===== config.mk =====
export PLATFORM = sky130hd
export DESIGN_NAME = gerenciador_atributos
export DESIGN_NICKNAME = d
export VERILOG_FILES = /design/src/rtl/gerenciador_atributos_pkg.sv /design/src/rtl/gerenciador_atributos_atualiza_atributo.sv /design/src/rtl/gerenciador_atributos.sv
export SDC_FILE = /design/constraint.sdc
export NUM_CORES = 1
export LEC_CHECK = 0
export BUFFER_PORTS_ARGS = -buffer_cell sky130_fd_sc_hd__buf_2
export CORE_ASPECT_RATIO = 0.5
export CORE_UTILIZATION = 54
export CTS_CLUSTER_SIZE = 40
export DETAILED_ROUTE_END_ITERATION = 7
export PLACE_DENSITY = 0.78
export SKIP_LAST_GASP = 1
export SYNTH_ARGS = -nofsm -noshare
export SYNTH_HDL_FRONTEND = slang
export SYNTH_SLANG_ARGS = --single-unit
export TNS_END_PERCENT = 5

===== constraint.sdc =====
create_clock -name clk -period 2.8 [get_ports clk]
set_input_delay 0.42 -clock clk [delete_from_list [all_inputs] [get_ports clk]]
set_output_delay 0.42 -clock clk [all_outputs]
set_load 0.02 [all_outputs]

===== src/rtl/gerenciador_atributos_pkg.sv =====
// Shared types for the pet attribute manager: state codes, attribute width,
// per-attribute control bundle and saturating arithmetic helpers.
package gerenciador_atributos_pkg;

    localparam int ATTR_W = 8;

    typedef logic [ATTR_W-1:0] attr_t;
    // One bit wider than an attribute so a doubled decay step still fits.
    typedef logic [ATTR_W:0]   passo_t;

    localparam attr_t ATTR_MAX = '1;

    typedef enum logic [3:0] {
        IDLE       = 4'b0000,
        DORMINDO   = 4'b0001,
        COMENDO    = 4'b0010,
        DANDO_AULA = 4'b0100,
        MORTO      = 4'b1000
    } estado_t;

    typedef struct packed {
        logic   soma;
        logic   subtrai;
        passo_t passo;
    } ctrl_attr_t;

    function automatic attr_t sat_add(input attr_t a, input passo_t b);
        logic [ATTR_W+1:0] s;
        s = {2'b00, a} + {1'b0, b};
        return (s > {2'b00, ATTR_MAX}) ? ATTR_MAX : s[ATTR_W-1:0];
    endfunction

    function automatic attr_t sat_sub(input attr_t a, input passo_t b);
        if ({1'b0, a} < b)
            return '0;
        return attr_t'({1'b0, a} - b);
    endfunction

endpackage


===== src/rtl/gerenciador_atributos_atualiza_atributo.sv =====
// One registered attribute with saturating gain/decay and a freeze input.
// The combinational next value is exported so the top can detect a hit on 0.
import gerenciador_atributos_pkg::*;

module atualiza_atributo #(
    parameter int VALOR_INICIAL = 200
) (
    input  logic       clk,
    input  logic       rst,
    input  logic       congela,
    input  ctrl_attr_t ctrl,
    output attr_t      valor,
    output attr_t      proximo
);

    // NOTE: every combinational output gets a default first so no latch is inferred.
    always_comb begin
        proximo = valor;
        if (!congela) begin
            if (ctrl.soma)
                proximo = sat_add(valor, ctrl.passo);
            else if (ctrl.subtrai)
                proximo = sat_sub(valor, ctrl.passo);
        end
    end

    // NOTE: state registers use non-blocking assignments only.
    always_ff @(posedge clk or posedge rst) begin
        if (rst)
            valor <= attr_t'(VALOR_INICIAL);
        else
            valor <= proximo;
    end

endmodule


===== src/rtl/gerenciador_atributos.sv =====
// Virtual-pet attribute manager: tick-gated decay/gain of fome, felicidade
// and sono driven by the pet state, with age counting and a sticky end flag.
import gerenciador_atributos_pkg::*;

module gerenciador_atributos #(
    parameter int PERIODO_DECAI = 4,
    parameter int PASSO_DECAI   = 1,
    parameter int PASSO_GANHO   = 4,
    parameter int VALOR_INICIAL = 200
) (
    input  logic       clk,
    input  logic       rst,
    input  logic       tick,
    input  logic [3:0] estado,
    output logic [7:0] fome,
    output logic [7:0] felicidade,
    output logic [7:0] sono,
    output logic [7:0] idade,
    output logic       fim
);

    localparam passo_t GANHO         = passo_t'(PASSO_GANHO);
    localparam passo_t DECAI_SIMPLES = passo_t'(PASSO_DECAI);
    localparam passo_t DECAI_DUPLO   = passo_t'(2 * PASSO_DECAI);
    localparam attr_t  ULTIMO_CNT    = attr_t'(PERIODO_DECAI - 1);

    attr_t      cnt;
    estado_t    modo;
    logic       ativo;
    logic       decai;
    logic       zera;
    ctrl_attr_t c_fome, c_fel, c_sono;
    attr_t      p_fome, p_fel, p_sono;

    // Unlisted encodings behave as IDLE.
    always_comb begin
        modo = IDLE;
        case (estado)
            DORMINDO, COMENDO, DANDO_AULA, MORTO: modo = estado_t'(estado);
            default:                              modo = IDLE;
        endcase
    end

    assign ativo = tick && !fim && (modo != MORTO);
    assign decai = ativo && (cnt == ULTIMO_CNT);

    always_comb begin
        c_fome = '{soma: 1'b0, subtrai: decai, passo: DECAI_SIMPLES};
        c_fel  = '{soma: 1'b0, subtrai: decai, passo: DECAI_SIMPLES};
        c_sono = '{soma: 1'b0, subtrai: decai, passo: DECAI_SIMPLES};
        case (modo)
            COMENDO: begin
                c_fome.soma  = 1'b1;
                c_fome.passo = GANHO;
            end
            DORMINDO: begin
                c_sono.soma  = 1'b1;
                c_sono.passo = GANHO;
            end
            DANDO_AULA: begin
                c_fel.soma   = 1'b1;
                c_fel.passo  = GANHO;
                c_fome.passo = DECAI_DUPLO;
                c_sono.passo = DECAI_DUPLO;
            end
            default: ;
        endcase
    end

    atualiza_atributo #(.VALOR_INICIAL(VALOR_INICIAL)) u_fome (
        .clk     (clk),
        .rst     (rst),
        .congela (!ativo),
        .ctrl    (c_fome),
        .valor   (fome),
        .proximo (p_fome)
    );

    atualiza_atributo #(.VALOR_INICIAL(VALOR_INICIAL)) u_felicidade (
        .clk     (clk),
        .rst     (rst),
        .congela (!ativo),
        .ctrl    (c_fel),
        .valor   (felicidade),
        .proximo (p_fel)
    );

    atualiza_atributo #(.VALOR_INICIAL(VALOR_INICIAL)) u_sono (
        .clk     (clk),
        .rst     (rst),
        .congela (!ativo),
        .ctrl    (c_sono),
        .valor   (sono),
        .proximo (p_sono)
    );

    // fim rises on the same edge that lands any attribute on 0.
    assign zera = ativo && ((p_fome == '0) || (p_fel == '0) || (p_sono == '0));

    always_ff @(posedge clk or posedge rst) begin
        if (rst) begin
            cnt   <= '0;
            idade <= '0;
            fim   <= 1'b0;
        end else if (ativo) begin
            cnt <= decai ? '0 : cnt + 8'd1;
            if (decai && (idade != ATTR_MAX))
                idade <= idade + 8'd1;
            if (zera)
                fim <= 1'b1;
        end
    end

endmodule


## Yosys cells after proc, flatten, opt, wreduce, memory -nomap -nowiden

Cells that the tools add are included.

- Add/sub/neg operators: 8
- Order comparisons: 6
- Equal/unequal tests: 10
- Mux-type cells: 38
- Reductions and logical operators: 14

Operator list:

| kind | count |
|---|---|
| 8-bit two-way mux | 19 |
| 10-bit by 8-bit greater-than comparator with 1-bit output (second input constant) | 3 |
| 8-bit by 3-bit adder with 9-bit output | 3 |
| 8-bit logical NOT | 3 |
| 8-bit by 3-bit less-than comparator with 1-bit output | 3 |
| 8-bit by 3-bit subtractor with 8-bit output | 3 |
| 8-bit by 1-bit adder with 8-bit output (second input constant) | 2 |
| 1-bit two-way mux | 15 |
| 3-bit one-hot mux with 2 select lines | 2 |
| 4-bit by 1-bit == test with 1-bit output (second input constant) | 2 |
| 4-bit by 2-bit == test with 1-bit output (second input constant) | 2 |
| 4-bit by 3-bit == test with 1-bit output (second input constant) | 2 |
| 8-bit by 2-bit == test with 1-bit output (second input constant) | 1 |
| 8-bit inequality test (second input constant) | 1 |
| 1-bit logical AND | 5 |
| 4-bit == test (second input constant) | 1 |
| 4-bit two-way mux | 1 |
| 4-bit inequality test (second input constant) | 1 |
| 2-bit AND reduction | 2 |
| 4-bit OR reduction | 1 |
| 3-bit two-way mux | 1 |
| 1-bit logical OR | 2 |
| 1-bit logical NOT | 1 |

- Register bits: 41
- Input bits: 7
- Output and inout bits: 33
- Word-level logic and storage cells: 82

## Logic depth before layout (Yosys ltp)

- Word-level depth: 19
- Gate-level depth with buffers: 15
- Mapped depth without buffers: 14

## Modules after synthesis

Synthesis repeated with hierarchy kept, for this count alone.

- Cell total of the unflattened synthesis: 558
- Area total of the unflattened synthesis: 4921.0 um2

Modules (own cells, without submodules):

| module | times used | cells an instance | area each (um2) |
|---|---|---|---|
| atualiza_atributo at u_felicidade ... | 2 | 154 | 1315.0 |
| atualiza_atributo at u_fome | 1 | 154 | 1290.0 |
| gerenciador_atributos | 1 | 96 | 1001.0 |

## Worst setup path before layout

No wires, ideal clock.

- Path type: input to register
- From: in estado[2]
- To: reg fim
- Arrival: 3.524 ns
- Setup slack: -0.791 ns
- Cell stages on the path: 14
- Cells stage by stage: or4b_1 > clkinv_1 > nor2_1 > ha_1 > inv_1 > fa_1 > a211o_1 > nor3b_1 > nand2_1 > a31oi_1 > o211ai_1 > or4_1 > nor4_1 > o41a_1

- Elaborated cells on any way between the ends: 64
- Those cells by class: add/sub (6); order compare (6); eq/ne (8); mux (34); reduce/logical (10)

RTL lines:

| what | RTL line | source |
|---|---|---|
| start: declaration | gerenciador_atributos.sv:14 | `input logic [3:0] estado,` |
| 4-bit by 1-bit == test with 1-bit output, or another cell as far along | gerenciador_atributos.sv:38 | `case (estado)` |
| 4-bit OR reduction | gerenciador_atributos.sv:38 |  |
| 4-bit two-way mux * | gerenciador_atributos.sv:38 |  |
| parallel branches: the longest is 10 deep, another holds 10-bit by 8-bit greater-than comparator with 1-bit output | n/a |  |
| 8-bit two-way mux * | gerenciador_atributos_atualiza_atributo.sv:19 | `if (!congela) begin` |
| via p_sono[5] | gerenciador_atributos.sv:33 | `attr_t p_fome, p_fel, p_sono;` |
| 8-bit logical NOT * | gerenciador_atributos.sv:98 | `assign zera = ativo && ((p_fome == '0) \|\| (p_fel == '0) \|\| (p_sono == '0));` |
| 1-bit logical OR * | gerenciador_atributos.sv:98 |  |
| 1-bit logical AND * | gerenciador_atributos.sv:98 |  |
| 2-bit AND reduction (no line) * | n/a |  |
| end signal: assignment | gerenciador_atributos.sv:104 | `fim <= 1'b0;` |
| end signal: assignment | gerenciador_atributos.sv:110 | `fim <= 1'b1;` |
| end: declaration | gerenciador_atributos.sv:19 | `output logic fim` |

Mark *: on every way through the listed nets, which the timed path passes. The select of a mux whose other input is x is not followed.
A chain may end at the register's enable or synchronous reset.

## Worst setup path after layout

- From: in estado[3]
- To: reg fim

The elaborated chain is that of the path after synthesis.

==> flow_metrics.env <==
export IMPL_synth_area_top_cells="dfrtp_1, ha_1, dfstp_2"
export IMPL_yosysSeqAreaShare=0.3031
export IMPL_row_count=20
export IMPL_synthesis_nets=424
export IMPL_die_h_um=58.29
export IMPL_finalHoldViolCount=0
export IMPL_peakVddDrop_v=0.0005634
export IMPL_setup_ws_ns=-0.5754
export IMPL_first_pass_iters=8
export IMPL_grt_usage=0.3635
export IMPL_grt_setup_unrepaired="yes"
export IMPL_cts_buffers=5
export IMPL_async_flop_share=1.000
export IMPL_maxCapViolCount=0
export IMPL_path_cells="buf_8 -> or4b_4 -> buf_4 -> ha_4 -> a211o_1 -> buf_4 -> nor3b_4 -> buf_4 -> a21oi_2 -> o221ai_2 -> nand3_1 -> or4_4 -> nor4_4 -> o41a_1"
export IMPL_totalPowerFinal_uw=4245
export IMPL_via_count=4025
export IMPL_powerDensity_mw_per_mm2=846.9
export IMPL_slew_limit_headroom=0.5053
export IMPL_ys_types=68
export IMPL_dieArea_mm2=0.006679
export IMPL_htree_levels=2
export IMPL_overflow=0
export IMPL_dp_slack_ns=-0.9805
export IMPL_crit_path_max_incr_delay_ns=0.58
export IMPL_yosysWarningCount=0
export IMPL_syn_area_mm2=0.003422
export IMPL_finalSetupViolations=9
export IMPL_fmaxAchievable_ghz=0.2963
export IMPL_clk_latency_ns=0.30
export IMPL_finalCritPeriodShare=1.206
export IMPL_ys_ff_latch=41
export IMPL_globalplace_congestion=0.9745
export IMPL_post_synth_top_count_cell="dfrtp_1"
export IMPL_antenna_found_initial=0
export IMPL_worstSetupEndpointType="register"
export IMPL_drcViolationCount=0
export IMPL_drt_iter0_drc=434
export IMPL_status="finished with violations"
export IMPL_numPlacedInstances=616
export IMPL_start_util=0.5628
export IMPL_critical_path_required_ns=3.04
export IMPL_worstSetupPathType="input pin to register"
export IMPL_io_buffers=39
export IMPL_slew_violations=0
export IMPL_cts_tree="done"
export IMPL_grt_pass1_vias=3898
export IMPL_period_needed_ns=3.375
export IMPL_root_buffer="clkbuf_16"
export IMPL_wire_per_inst_um=18.45
export IMPL_grt_busiest_layer="met2"
export IMPL_cts_sink_count=41
export IMPL_final_cells=640
export IMPL_path_clk_slew_ns=0.07
export IMPL_antenna_left=0
export IMPL_crit_slowest_cell="or4b_4"
export IMPL_drt_vias_per_instance=6.289
export IMPL_grt_pass1_wl_um=18730
export IMPL_die_width_um=114.6
export IMPL_drive_gt1_frac=0.4312
export IMPL_grtUsageMet1=0.4507
export IMPL_io_pins=40
export IMPL_grt_util_met2=0.6043
export IMPL_totalWireLength_um=11810
export IMPL_nets=582
export IMPL_ys_top_cells_by_count="dfrtp_1, nand2_1, nor2_1"
export IMPL_synthFlopType="dfrtp_1"
export IMPL_ctsHoldBuffers=0
export IMPL_synth_top_area_share=0.2340
export IMPL_synth_largest_area_cell="dfrtp_1"
export IMPL_leakagePower_uw=0.002320
export IMPL_holdWs_ns=0.2507
export IMPL_worstSetupStartpointType="input pin"
export IMPL_synthCells=393
export IMPL_core_mm2=0.006081
export IMPL_hold_class="input pin to async pin"
export IMPL_syn_to_final_growth_pct=46.47
export IMPL_critPathMostFrequentCell="buf_4"
export IMPL_avgSynthCellArea_um2=8.707
export IMPL_violations="setup timing"
export IMPL_arrival_ns=3.62
export IMPL_hpwl_um=8123
export IMPL_worstMarginPinSlew_ns=0.7363
export IMPL_clock_path_buffers=2
export IMPL_worstPathMaxFanout=5
export IMPL_synth_edff_count=0
export IMPL_antennaDiodeCount=0
export IMPL_grt_max_degree=42
export IMPL_fin_skew_ns=0.005019
export IMPL_use_met3=0.1040
-- power breakdown --
part	total (uW)	internal, uW	switching (uW)
combinational	2600	1250	1350
clock	618	337	280
sequential	1030	801	224
-- flip-flops by register name, summed over array words and instances, names as in the netlist --
name / cells
u_fome.valor: 8
u_felicidade.valor: 8
fim: 1
idade: 8
u_sono.valor: 8
cnt: 8
-- kinds of logic (layout without fill, tap and decap cells) --
logic type / count (synthesis) / in the layout / share of synthesized area
flip-flops: 41 / 41 / 0.3031
adder cells (fa/ha/maj): 24 / 24 / 0.09653
AO/OA/AOI/OAI: 103 / 103 / 0.2080
XOR/XNOR: 24 / 24 / 0.06143
buffers and inverters: 39 / 198 / 0.04643
multiplexers: 6 / 6 / 0.01865
AND/OR/NAND/NOR: 156 / 156 / 0.2658
-- layout make-up --
class,instances,area (um2)
clock buffers,5,125.1
clock inverters,3,25.02
fillers,344,1069
inverters,21,93.84
multi-input cells,313,2419
flip-flops and latches,41,1037
well taps,88,110.1
repair buffers,169,1202
-- cell usage in the layout (no fill, tap or decap), types with 5 or more instances in the layout --
cell type  synthesis  final
nand4_1            9      9
a21o_1             6      6
or4b_4             1      5
a21oi_1           19     18
nand2b_1           7      7
a31oi_1            6      5
ha_1              20     15
nor2b_1            7      6
clkbuf_16          0      5
nand3_1           16     16
dfstp_2            9      9
buf_2              4     36
dfrtp_1           32     32
xor2_1             8      8
nor2_1            26     23
nor3_1            14     14
buf_4              0    130
xnor2_1           16     16
o211ai_1           6      6
o221ai_1           7      6
o31ai_1            5      5
inv_1             18     18
nand2_1           28     27
o21ai_0           23     22
-- worst max-delay path, delay by kind of cell --
kind	cells	cell delay (ns)
AOI/OAI and AO/OA	4	0.69
adders and majority gates	1	0.21
buffers and inverters	4	0.60
and+or+nand+nor	5	1.68
-- stage by stage --
step	utilization	setup TNS [ns]	cell area (um2)
6_report	0.8243	-1.384	5012
5_1_grt	0.8243	-2.222	5012
4_1_cts	0.8128	-0.5915	4942
3_5_place_dp	0.7566	-4.135	4601
3_3_place_gp	0.7566	-3.016	4601
2_1_floorplan	-	-0.7951	3520
-- routing by layer --
| layer | up-vias | share of wire |
|---|---|---|
| li1 | 1784 | - |
| met3 | 62 | 0.082 |
| met5 | - | 0 |
| met2 | 267 | 0.46 |
| met4 | 0 | 0.041 |
| met1 | 1912 | 0.42 |
-- worst paths after layout --
check | depth (start not counted) | startpoint | endpoint | slack, ns
max | 14 | estado[3] | fim$_DFFE_PP0P_ | -0.58
min | 3 | rst | idade[1]$_DFFE_PP0P_ | 0.25
max reg2reg | 14 | u_sono.valor[0]$_DFF_PP0_ | fim$_DFFE_PP0P_ | -0.43
min reg2reg | 1 | idade[6]$_DFFE_PP0P_ | idade[6]$_DFFE_PP0P_ | 0.49
max in group asynchronous | 3 | rst | u_felicidade.valor[7]$_DFF_PP1_ | 2.17
min in group clk | 1 | idade[6]$_DFFE_PP0P_ | idade[6]$_DFFE_PP0P_ | 0.49
-- timing repair --
item | 4_1_cts | 5_1_grt
resized for setup | 25 | 5
endpoints found under the setup margin | 4 | 12
buffers inserted | 12 | 5
pin swaps | 28 | 13
Note: power is estimated with default switching activity, not from simulation.
